$ cat src/rtl/ysyx_22040237_issue_ctrl.sv
// Issue scheduler between decode and EXU: register scoreboard for RAW/WAW hazards,
// in-flight cap, drain mode for ebreak/fence/halt, and a saturating stall counter.
module ysyx_22040237_issue_ctrl #(
    parameter int MAX_INFLIGHT = 4,
    parameter int PERF_W       = 32
) (
    input  logic              clk,
    input  logic              rst,
    input  logic              id_valid_i,
    output logic              id_ready_o,
    input  logic              rs1_read_en_i,
    input  logic [4:0]        rs1_idx_i,
    input  logic              rs2_read_en_i,
    input  logic [4:0]        rs2_idx_i,
    input  logic              rd_wr_en_i,
    input  logic [4:0]        rd_idx_i,
    input  logic              ex_ready_i,
    output logic              issue_valid_o,
    input  logic              retire_valid_i,
    input  logic              retire_rd_wen_i,
    input  logic [4:0]        retire_rd_idx_i,
    input  logic              drain_req_i,
    output logic              drained_o,
    output logic              stall_o,
    output logic [PERF_W-1:0] stall_cnt_o,
    output logic              err_o
);

    typedef enum logic [1:0] {
        S_RUN,
        S_STALL,
        S_DRAIN
    } state_t;

    localparam logic [2:0] MAX_CNT = 3'(MAX_INFLIGHT);

    state_t             r_state;
    state_t             w_stateNext;
    logic [31:0]        r_pending;
    logic [31:0]        w_pendingNext;
    logic [2:0]         r_inflight;
    logic [2:0]         w_inflightNext;
    logic [PERF_W-1:0]  r_stallCnt;
    logic               r_err;
    logic               w_hazard;
    logic               w_full;
    logic               w_fire;
    logic               w_retireErr;

    // Hazard check uses only the registered scoreboard, so a retire unblocks one cycle later.
    always_comb begin
        w_hazard = (rs1_read_en_i & r_pending[rs1_idx_i])
                 | (rs2_read_en_i & r_pending[rs2_idx_i])
                 | (rd_wr_en_i    & r_pending[rd_idx_i]);
        w_full        = (r_inflight == MAX_CNT);
        id_ready_o    = ex_ready_i & ~w_hazard & ~w_full & (r_state != S_DRAIN) & ~drain_req_i;
        w_fire        = id_valid_i & id_ready_o;
        issue_valid_o = w_fire;
        stall_o       = id_valid_i & ~id_ready_o;
        drained_o     = (r_state == S_DRAIN) & (r_inflight == 3'd0);
    end

    // Set after clear: a new writer issued alongside a retire to the same rd keeps the bit.
    always_comb begin
        w_pendingNext = r_pending;
        if (retire_valid_i & retire_rd_wen_i) begin
            w_pendingNext[retire_rd_idx_i] = 1'b0;
        end
        if (w_fire & rd_wr_en_i) begin
            w_pendingNext[rd_idx_i] = 1'b1;
        end
        w_pendingNext[0] = 1'b0;
    end

    always_comb begin
        w_inflightNext = r_inflight;
        w_retireErr    = retire_valid_i & (r_inflight == 3'd0);
        if (w_fire & ~retire_valid_i) begin
            w_inflightNext = r_inflight + 3'd1;
        end else if (~w_fire & retire_valid_i & (r_inflight != 3'd0)) begin
            w_inflightNext = r_inflight - 3'd1;
        end
    end

    always_comb begin
        w_stateNext = r_state;
        unique case (r_state)
            S_RUN: begin
                if (drain_req_i)                    w_stateNext = S_DRAIN;
                else if (id_valid_i & ~id_ready_o)  w_stateNext = S_STALL;
            end
            S_STALL: begin
                if (drain_req_i)                    w_stateNext = S_DRAIN;
                else if (id_ready_o | ~id_valid_i)  w_stateNext = S_RUN;
            end
            S_DRAIN: begin
                if ((r_inflight == 3'd0) & ~drain_req_i) w_stateNext = S_RUN;
            end
            default: w_stateNext = S_RUN;
        endcase
    end

    always_ff @(posedge clk) begin
        if (rst) begin
            r_state    <= S_RUN;
            r_pending  <= '0;
            r_inflight <= '0;
            r_stallCnt <= '0;
            r_err      <= 1'b0;
        end else begin
            r_state    <= w_stateNext;
            r_pending  <= w_pendingNext;
            r_inflight <= w_inflightNext;
            if (stall_o && (r_stallCnt != '1)) begin
                r_stallCnt <= r_stallCnt + 1'b1;
            end
            if (w_retireErr) begin
                r_err <= 1'b1;
            end
        end
    end

    assign stall_cnt_o = r_stallCnt;
    assign err_o       = r_err;

endmodule
$ cat config.mk
export PLATFORM = sky130hd
export DESIGN_NAME = ysyx_22040237_issue_ctrl
export DESIGN_NICKNAME = d
export VERILOG_FILES = /design/src/rtl/ysyx_22040237_issue_ctrl.sv
export SDC_FILE = /design/constraint.sdc
export NUM_CORES = 1
export LEC_CHECK = 0
export ABC_AREA = 1
export CORE_MARGIN = 3
export CORE_UTILIZATION = 51
export DETAILED_ROUTE_END_ITERATION = 8
export PLACE_DENSITY_LB_ADDON = 0.2
export REMOVE_ABC_BUFFERS = 1
export SYNTH_ARGS = -nofsm -noshare
export SYNTH_HDL_FRONTEND = slang
export SYNTH_SLANG_ARGS = --single-unit
$ cat constraint.sdc
create_clock -name clk -period 2.3 [get_ports clk]
set_input_delay 0.345 -clock clk [delete_from_list [all_inputs] [get_ports clk]]
set_output_delay 0.345 -clock clk [all_outputs]
set_load 0.01 [all_outputs]
==> results of run 1 <==
[routing by layer]
metal / GRT usage / up-vias / share of wire
li1: - / 2841 / -
met1: 0.448 / 2748 / 0.43
met2: 0.469 / 301 / 0.44
met3: 0.0735 / 42 / 0.11
met4: 0.0834 / 0 / 0.022
met5: 0 / - / 0
[through the flow]
step | power (mW) | TNS, ns | hold WS (ns) | area, um^2
2_1_floorplan | 1.51 | -0.987 | 0.397 | 4800
3_3_place_gp | 1.76 | -33.65 | 0.405 | 6030
3_5_place_dp | 1.78 | -35.32 | 0.416 | 6030
4_1_cts | 2.78 | -0.00647 | 0.218 | 6430
5_1_grt | 2.97 | -2.29 | 0.223 | 6740
6_report | 2.86 | -0.0757 | 0.219 | 6740
[power groups by stage]
stage	combinational, mW	sequential (mW)	clock [mW]
finish	0.610	1.23	1.01
global route	0.662	1.24	1.08
CTS	0.525	1.24	1.02
detailed placement	0.504	1.27	0
global placement	0.493	1.27	0
floorplan	0.243	1.27	0
[cells in the mapped netlist (10+ instances only)]
cell	count	area, um^2
nand2_1	214	803
xor2_1	26	228
a21oi_1	39	195
nor4_1	10	62.6
nor2_1	69	259
buf_2	11	55.1
nor3_1	24	120
o21ai_0	41	205
a21oi_2	30	263
inv_1	68	255
nand2_2	32	200
dfxtp_1	69	1380
nand3_1	105	526
[sequential cells by signal, indices dropped and copies added (netlist names)]
signal       flops
r_state          2
r_inflight       3
stall_cnt_o     32
r_pending       31
err_o            1
[timing repair]
| action | in CTS | in global routing |
|---|---|---|
| buffers inserted | 9 | 12 |
| setup endpoints to repair | 69 | 38 |
| gates cloned | 1 | 4 |
| resized for setup | 74 | 55 |
| pin swaps | 6 | 19 |
[layout make-up]
| type | instances | share of cell area |
|---|---|---|
| tap | 129 | 0.0240 |
| sequential | 69 | 0.215 |
| inverter | 74 | 0.0435 |
| clock buffer | 10 | 0.0189 |
| clock inverter | 6 | 0.00947 |
| timing repair buffer | 143 | 0.202 |
| multi-input combinational | 618 | 0.487 |
[logic make-up (layout without fill, tap and decap cells)]
logic type               Yosys count  after routing
buffers and inverters            105            233
XOR/XNOR                          30             30
adder cells (fa/ha/maj)            2              2
flip-flops                        69             69
AND/OR/NAND/NOR                  473            473
AO/OA/AOI/OAI                    113            113
[path summary, 6_finish.rpt]
check / startpoint / endpoint / slack, ns / depth (start not counted)
worst min-delay path: rst / stall_cnt_o[29]$_SDFFE_PP0P_ / 0.22 / 2
worst min register to register: r_state[1]$_SDFFE_PP0P_ / r_state[0]$_SDFFE_PP0P_ / 0.42 / 1
worst max-delay path: r_pending[29]$_SDFF_PP0_ / r_inflight[2]$_SDFFE_PP0P_ / -0.08 / 19
worst max register to register: r_pending[29]$_SDFF_PP0_ / r_inflight[2]$_SDFFE_PP0P_ / -0.08 / 19
==> summary.txt, run 1 <==
Status
  – Result of the run: finished with violations
  – Violated checks: negative setup slack

Routing
  – Detailed-route vias per instance: 5.65
  – Detailed-route wire length per cell: 16.9 um
  – Total wire length: 17800 um
  – Remaining antenna violation count: 0
  – Vias after detailed routing: 5932
  – Total DRC errors in the routed layout: 0
  – Number of detailed-route iterations in the first pass: 5
  – Number of DRC markers after the initial detailed-route iteration: 528

Setup path
  – CP Capture Type: register
  – WP buf/inv: 1
  – Crit path launch type: register
  – Arrival @ worst endpoint: 2.63 ns
  – Critical path type: reg -> reg
  – Maximum cell stage delay along the critical path: 0.40 ns
  – Most prevalent standard cell on the critical path: nand2_1
  – Family with the most delay on the worst path: simple AND/OR/NAND/NOR gates
  – Slowest library cell on the worst path: fa_2
  – Maximum net fanout on the critical path: 4
  – Required time worst endpoint: 2.55 ns
  – CP cell instances: nand2_1, nand2_1, nand2_1, nand2_1, nand2_1, nand2_1, nor2_1, nand2_1, nand2_1, nand2_2, nor2_2, nand4_1, fa_2, inv_2, nand3_2, nand2_2, nand3_2, nand2_1, nor2_1

Timing
  – Final setup violating endpoints: 1
  – Max-slew violation count: 0
  – Time the final worst path needs with I/O delays and setup: 2.38 ns
  – Worst Max-Slew Pin Slew: 0.527 ns
  – Period utilization: 1.03
  – Final number of hold-violating endpoints: 0
  – Setup WS post-layout: -0.0757 ns
  – Headroom to the max-slew limit: 0.648
  – Clock skew: 0.0136 ns
  – Unrepaired setup endpoints after global routing: yes
  – Highest clock frequency the design can meet: 0.421 GHz

Synth
  – Fraction of registers with async set/reset: 0
  – Xor-xnor portion of the synthesized cell area: 0.0523
  – Adder and majority gate portion of the synthesized area: 0.00647
  – Netlist area before placement: 5030 um^2
  – Largest family of logic cells by synthesized area: simple AND/OR/NAND/NOR gates
  – Synthesis Warnings: 0
  – Compound-cell area share of the yosys netlist: 0.136
  – Number of enable-type register cells in the synthesized netlist: 0
  – Predominant post-synthesis flop cell: dfxtp_1
  – Share of synthesized cell area in and, or, nand and nor gates: 0.428
  – Post-synthesis instance total: 792
  – Mux contribution to synthesized area: 0
  – Cell variety after synth: 36
  – Mean cell area of the mapped netlist: 6.35 um^2
  – Number of flip-flops and latches in the synthesized netlist: 69
  – Sequential area share after synthesis: 0.275

Power and ir drop
  – Combinational share of power: 0.214
  – Power per cell area: 424 nW/um^2
  – Power spent charging and discharging nets: 0.900 mW
  – Share of power burned in registers: 0.431
  – Switching share of power: 0.315
  – Worst vdd ir: 0.410 mV
  – Clock power frac: 0.355
  – Internal power component: 1.96 mW
  – Leakage Power: 2.62 nW

Run
  – Number of max-cap violations: 0

Global route
  – Initial antenna violation count: 0
  – Aggregate global routing overflow: 0
  – Wire length of the first global-routing pass: 27900 um
  – Vias in the first global route: 5419
  – Overall global routing resource usage: 0.312
  – Largest net degree at the start of global routing: 44

Final layout
  – Most used cells in the layout excluding fill and tap cells: nand2_1, nand3_1, nor2_1
  – Area delta synth->final: 34.0%
  – Commonest non-fill, non-tap cell in the layout: nand2_1
  – Filler Cells Inserted: 803
  – Multi-input combinational cell area: 3280 um^2
  – Layout cell share with drive strength beyond 1: 0.258
  – Final cell utilization of the core: 0.715
  – Final Net Count: 947
  – Number of non-filler instances in the completed layout: 1049
  – Antenna Diode Count: 0
  – Storage cell area: 1450 um^2

Clock network
  – Deepest clock path buffer count: 2
  – Clk root buf: clkbuf_8
  – Hold buffer count at CTS: 0
  – Clk slew on worst S/H paths: 0.08 ns
  – CTS H-tree lvls: 3
  – Number of clock sinks: 69
  – CTS tree: yes
  – Num CTS Buffers: 9
  – Latest clock arrival within the worst-skew pair: 0.35 ns

Floorplanning
  – Die Width: 105 um
  – Overall die height: 105 um
  – I/O pins: 67
  – Die area: 11100 um^2
  – Initial Utilization: 0.534
  – Core ar.: 9420 um^2
  – Row count: 35

Place
  – # port buffers: 66
  – Setup Slack @ Placement: -0.697 ns
  – RD Place Congestion: 0.993
  – Placed instance count: 1007
  – Detailed Place HPWL: 12300 um

Min path
  – Classification of the worst-slack hold path: in -> reg
Note: power is estimated with default switching activity, not from simulation.
==> inputs of run 2 (changes only) <==
--- a/config.mk
+++ b/config.mk
@@ -6,8 +6,10 @@
 export NUM_CORES = 1
 export LEC_CHECK = 0
 export ABC_AREA = 1
+export CAP_MARGIN = 20
 export CORE_MARGIN = 3
 export CORE_UTILIZATION = 51
+export CTS_CLUSTER_SIZE = 14
 export DETAILED_ROUTE_END_ITERATION = 8
 export PLACE_DENSITY_LB_ADDON = 0.2
 export REMOVE_ABC_BUFFERS = 1
==> results of run 2 <==
No change in the layout: final DEF, timing and power equal those of run 1.
==> inputs of run 3 (changes only) <==
--- a/config.mk
+++ b/config.mk
@@ -9,10 +9,13 @@
 export CAP_MARGIN = 20
 export CORE_MARGIN = 3
 export CORE_UTILIZATION = 51
+export CTS_BUF_LIST = sky130_fd_sc_hd__clkbuf_8 sky130_fd_sc_hd__clkbuf_16
 export CTS_CLUSTER_SIZE = 14
 export DETAILED_ROUTE_END_ITERATION = 8
+export MAX_ROUTING_LAYER = met4
 export PLACE_DENSITY_LB_ADDON = 0.2
 export REMOVE_ABC_BUFFERS = 1
+export SKIP_CTS_REPAIR_TIMING = 1
 export SYNTH_ARGS = -nofsm -noshare
 export SYNTH_HDL_FRONTEND = slang
 export SYNTH_SLANG_ARGS = --single-unit
==> summary.txt, run 3 (synthesized netlist as in run 1, its figures left out) <==
Setup path
  – Worst setup path endpoint: stall_o (was r_inflight[2]$_SDFFE_PP0P_)
  – FF-to-FF End: r_inflight[2]$_SDFFE_PP0P_ (unchanged)
  – Crit path launch type: register (unchanged)
  – Arrival @ worst endpoint: 1.98 ns (was 2.63 ns)
  – Required time worst endpoint: 1.96 ns (was 2.55 ns)
  – Origin of the critical flop-to-flop path: r_pending[2]$_SDFF_PP0_ (was r_pending[29]$_SDFF_PP0_)
  – Critical path type: reg -> out (was reg -> reg)
  – Cell depth of the worst flop-to-flop path: 17 (was 19)
  – Slack of the worst reg-to-reg path: -0.01 ns (was -0.08 ns)
  – CP Capture Type: output pin (was register)
  – Critical path launch point: r_pending[2]$_SDFF_PP0_ (was r_pending[29]$_SDFF_PP0_)
  – Maximum net fanout on the critical path: 4 (unchanged)

Min path
  – Worst hold path cell count: 1 (was 2)
  – Classification of the worst-slack hold path: reg -> reg (was in -> reg)

Floorplanning
  – Row count: 35 (unchanged)
  – Initial Utilization: 0.534 (unchanged)
  – Die Width: 105 um (unchanged)
  – Core ar.: 9420 um^2 (unchanged)
  – Die area: 11100 um^2 (unchanged)
  – Overall die height: 105 um (unchanged)
  – I/O pins: 67 (unchanged)

Status
  – Result of the run: finished with violations (unchanged)
  – Violated checks: negative setup slack (unchanged)

Routing
  – Detailed-route vias per instance: 5.66 (was 5.65)
  – Number of DRC markers after the initial detailed-route iteration: 584 (was 528)
  – Detailed-route wire length per cell: 16.8 um (was 16.9 um)
  – Vias after detailed routing: 5873 (was 5932)
  – Remaining antenna violation count: 0 (unchanged)
  – Number of detailed-route iterations in the first pass: 5 (unchanged)
  – Total wire length: 17500 um (was 17800 um)
  – Total DRC errors in the routed layout: 0 (unchanged)

Power and ir drop
  – Clock power frac: 0.369 (was 0.355)
  – Worst vdd ir: 0.376 mV (was 0.410 mV)
  – Combinational share of power: 0.208 (was 0.214)
  – Power spent charging and discharging nets: 0.901 mW (was 0.900 mW)
  – Power per cell area: 440 nW/um^2 (was 424 nW/um^2)
  – Leakage Power: 2.67 nW (was 2.62 nW)
  – Internal power component: 2.03 mW (was 1.96 mW)
  – Total power of the final layout: 2.93 mW (was 2.86 mW)
  – Switching share of power: 0.308 (was 0.315)
  – Share of power burned in registers: 0.423 (was 0.431)

Global route
  – Wire length of the first global-routing pass: 27300 um (was 27900 um)
  – Largest net degree at the start of global routing: 67 (was 44)
  – Aggregate global routing overflow: 0 (unchanged)
  – Overall global routing resource usage: 0.314 (was 0.312)
  – Vias in the first global route: 5303 (was 5419)
  – Initial antenna violation count: 0 (unchanged)

Clock network
  – CTS tree: yes (unchanged)
  – Clk slew on worst S/H paths: 0.08 ns (about the same)
  – Num CTS Buffers: 9 (unchanged)
  – Clk root buf: clkbuf_8 (unchanged)
  – Latest clock arrival within the worst-skew pair: 0.35 ns (about the same)
  – Number of clock sinks: 69 (unchanged)
  – CTS H-tree lvls: 3 (unchanged)
  – Deepest clock path buffer count: 2 (unchanged)

Timing
  – Setup WS post-layout: -0.0206 ns (was -0.0757 ns)
  – Highest clock frequency the design can meet: 0.431 GHz (was 0.421 GHz)
  – Final number of hold-violating endpoints: 0 (unchanged)
  – Worst Max-Slew Pin Slew: 0.507 ns (was 0.527 ns)
  – Clock skew: 0.0129 ns (was 0.0136 ns)
  – Headroom to the max-slew limit: 0.659 (was 0.648)
  – Final setup violating endpoints: 2 (was 1)
  – Time the final worst path needs with I/O delays and setup: 2.32 ns (was 2.38 ns)
  – Period utilization: 1.01 (was 1.03)
  – Setup TNS: -0.0290 ns (was -0.0757 ns)
  – Hold slack: 0.454 ns (was 0.219 ns)
  – Unrepaired setup endpoints after global routing: yes (unchanged)
  – Max-slew violation count: 0 (unchanged)

Place
  – Detailed Place HPWL: 12500 um (was 12300 um)
  – # port buffers: 66 (unchanged)
  – RD Place Congestion: 0.969 (was 0.993)
  – Post-place instance area: 6040 um^2 (was 6030 um^2)

Final layout
  – Filler Cells Inserted: 825 (was 803)
  – Final Instance Area: 6660 um^2 (was 6740 um^2)
  – Final Net Count: 936 (was 947)
  – Area delta synth->final: 32.4% (was 34.0%)
  – Antenna Diode Count: 0 (unchanged)
  – Layout cell share with drive strength beyond 1: 0.230 (was 0.258)
  – Commonest non-fill, non-tap cell in the layout: nand2_1 (unchanged)
  – Number of flip-flops under the largest register name: 32 (unchanged)
  – Most used cells in the layout excluding fill and tap cells: nand2_1, nand3_1, nor2_1 (unchanged)
  – Final cell utilization of the core: 0.707 (was 0.715)

Run
  – Number of max-cap violations: 0 (unchanged)
-- run 3: cell types whose count changed in the layout (fill, tap and decap cells not counted), sizes merged --
cell	delta
clkbuf	+2
dlygate4sd2	-5
clkinv	-1
buf	-14
dlymetal6s2s	+10
clkdlybuf4s15	-3
-- run 3: cell type report --
cell class / count / area [um^2] / share of cell area
timing repair buffer: 132 / 1310 / 0.197
multi-input combinational: 618 / 3260 / 0.490
tap: 129 / 161 / 0.0242
sequential: 69 / 1420 / 0.214
inverter: 74 / 290 / 0.0436
clock buffer: 11 / 151 / 0.0227
clock inverter: 5 / 58.8 / 0.00883
-- run 3: layer usage --
| metal | track usage | wire [um] |
|---|---|---|
| met5 | - | 0 |
| met4 | 0.0731 | 217 |
| met3 | 0.0496 | 1660 |
| met2 | 0.466 | 7850 |
| met1 | 0.448 | 7750 |
-- run 3: how the worst min path moves through the flow --
stage                                 start                      end  slack [ns]
floorplan           r_state[1]$_SDFFE_PP0P_  r_state[0]$_SDFFE_PP0P_        0.40
global placement    r_state[1]$_SDFFE_PP0P_  r_state[0]$_SDFFE_PP0P_        0.41
detailed placement  r_state[1]$_SDFFE_PP0P_  r_state[0]$_SDFFE_PP0P_        0.42
CTS                 r_state[1]$_SDFFE_PP0P_  r_state[0]$_SDFFE_PP0P_        0.43
global route        r_state[1]$_SDFFE_PP0P_  r_state[0]$_SDFFE_PP0P_        0.47
finish              r_state[1]$_SDFFE_PP0P_  r_state[0]$_SDFFE_PP0P_        0.45
-- run 3: per-stage QoR --
step                      instances  worst slack [ns]
after floorplan                 761           -0.0415
after global placement         1005            -0.661
after detailed placement       1005            -0.725
after CTS                      1021            -0.729
after global routing           1038            -0.199
final                          1038           -0.0206
-- run 3: power groups by stage --
stage	Clock, mW	Combinational (mW)	Sequential, mW
after global placement	0	0.507	1.27
after global routing	1.13	0.664	1.24
final	1.08	0.610	1.24
after detailed placement	0	0.526	1.27
after floorplan	0	0.243	1.27
after CTS	1.08	0.530	1.24
-- run 3: worst max-delay path, stage by stage, from the launching register on --
cell	delay, ns
dfxtp_1	0.39
nand3_1	0.13
nand3_1	0.08
nand2_1	0.08
nand2_1	0.06
nor2_1	0.11
nand2_1	0.11
nand2_1	0.09
nand2_1	0.08
inv_1	0.07
nand3_2	0.09
nand2_2	0.12
clkinv_4	0.05
dlymetal6s2s_1	0.17
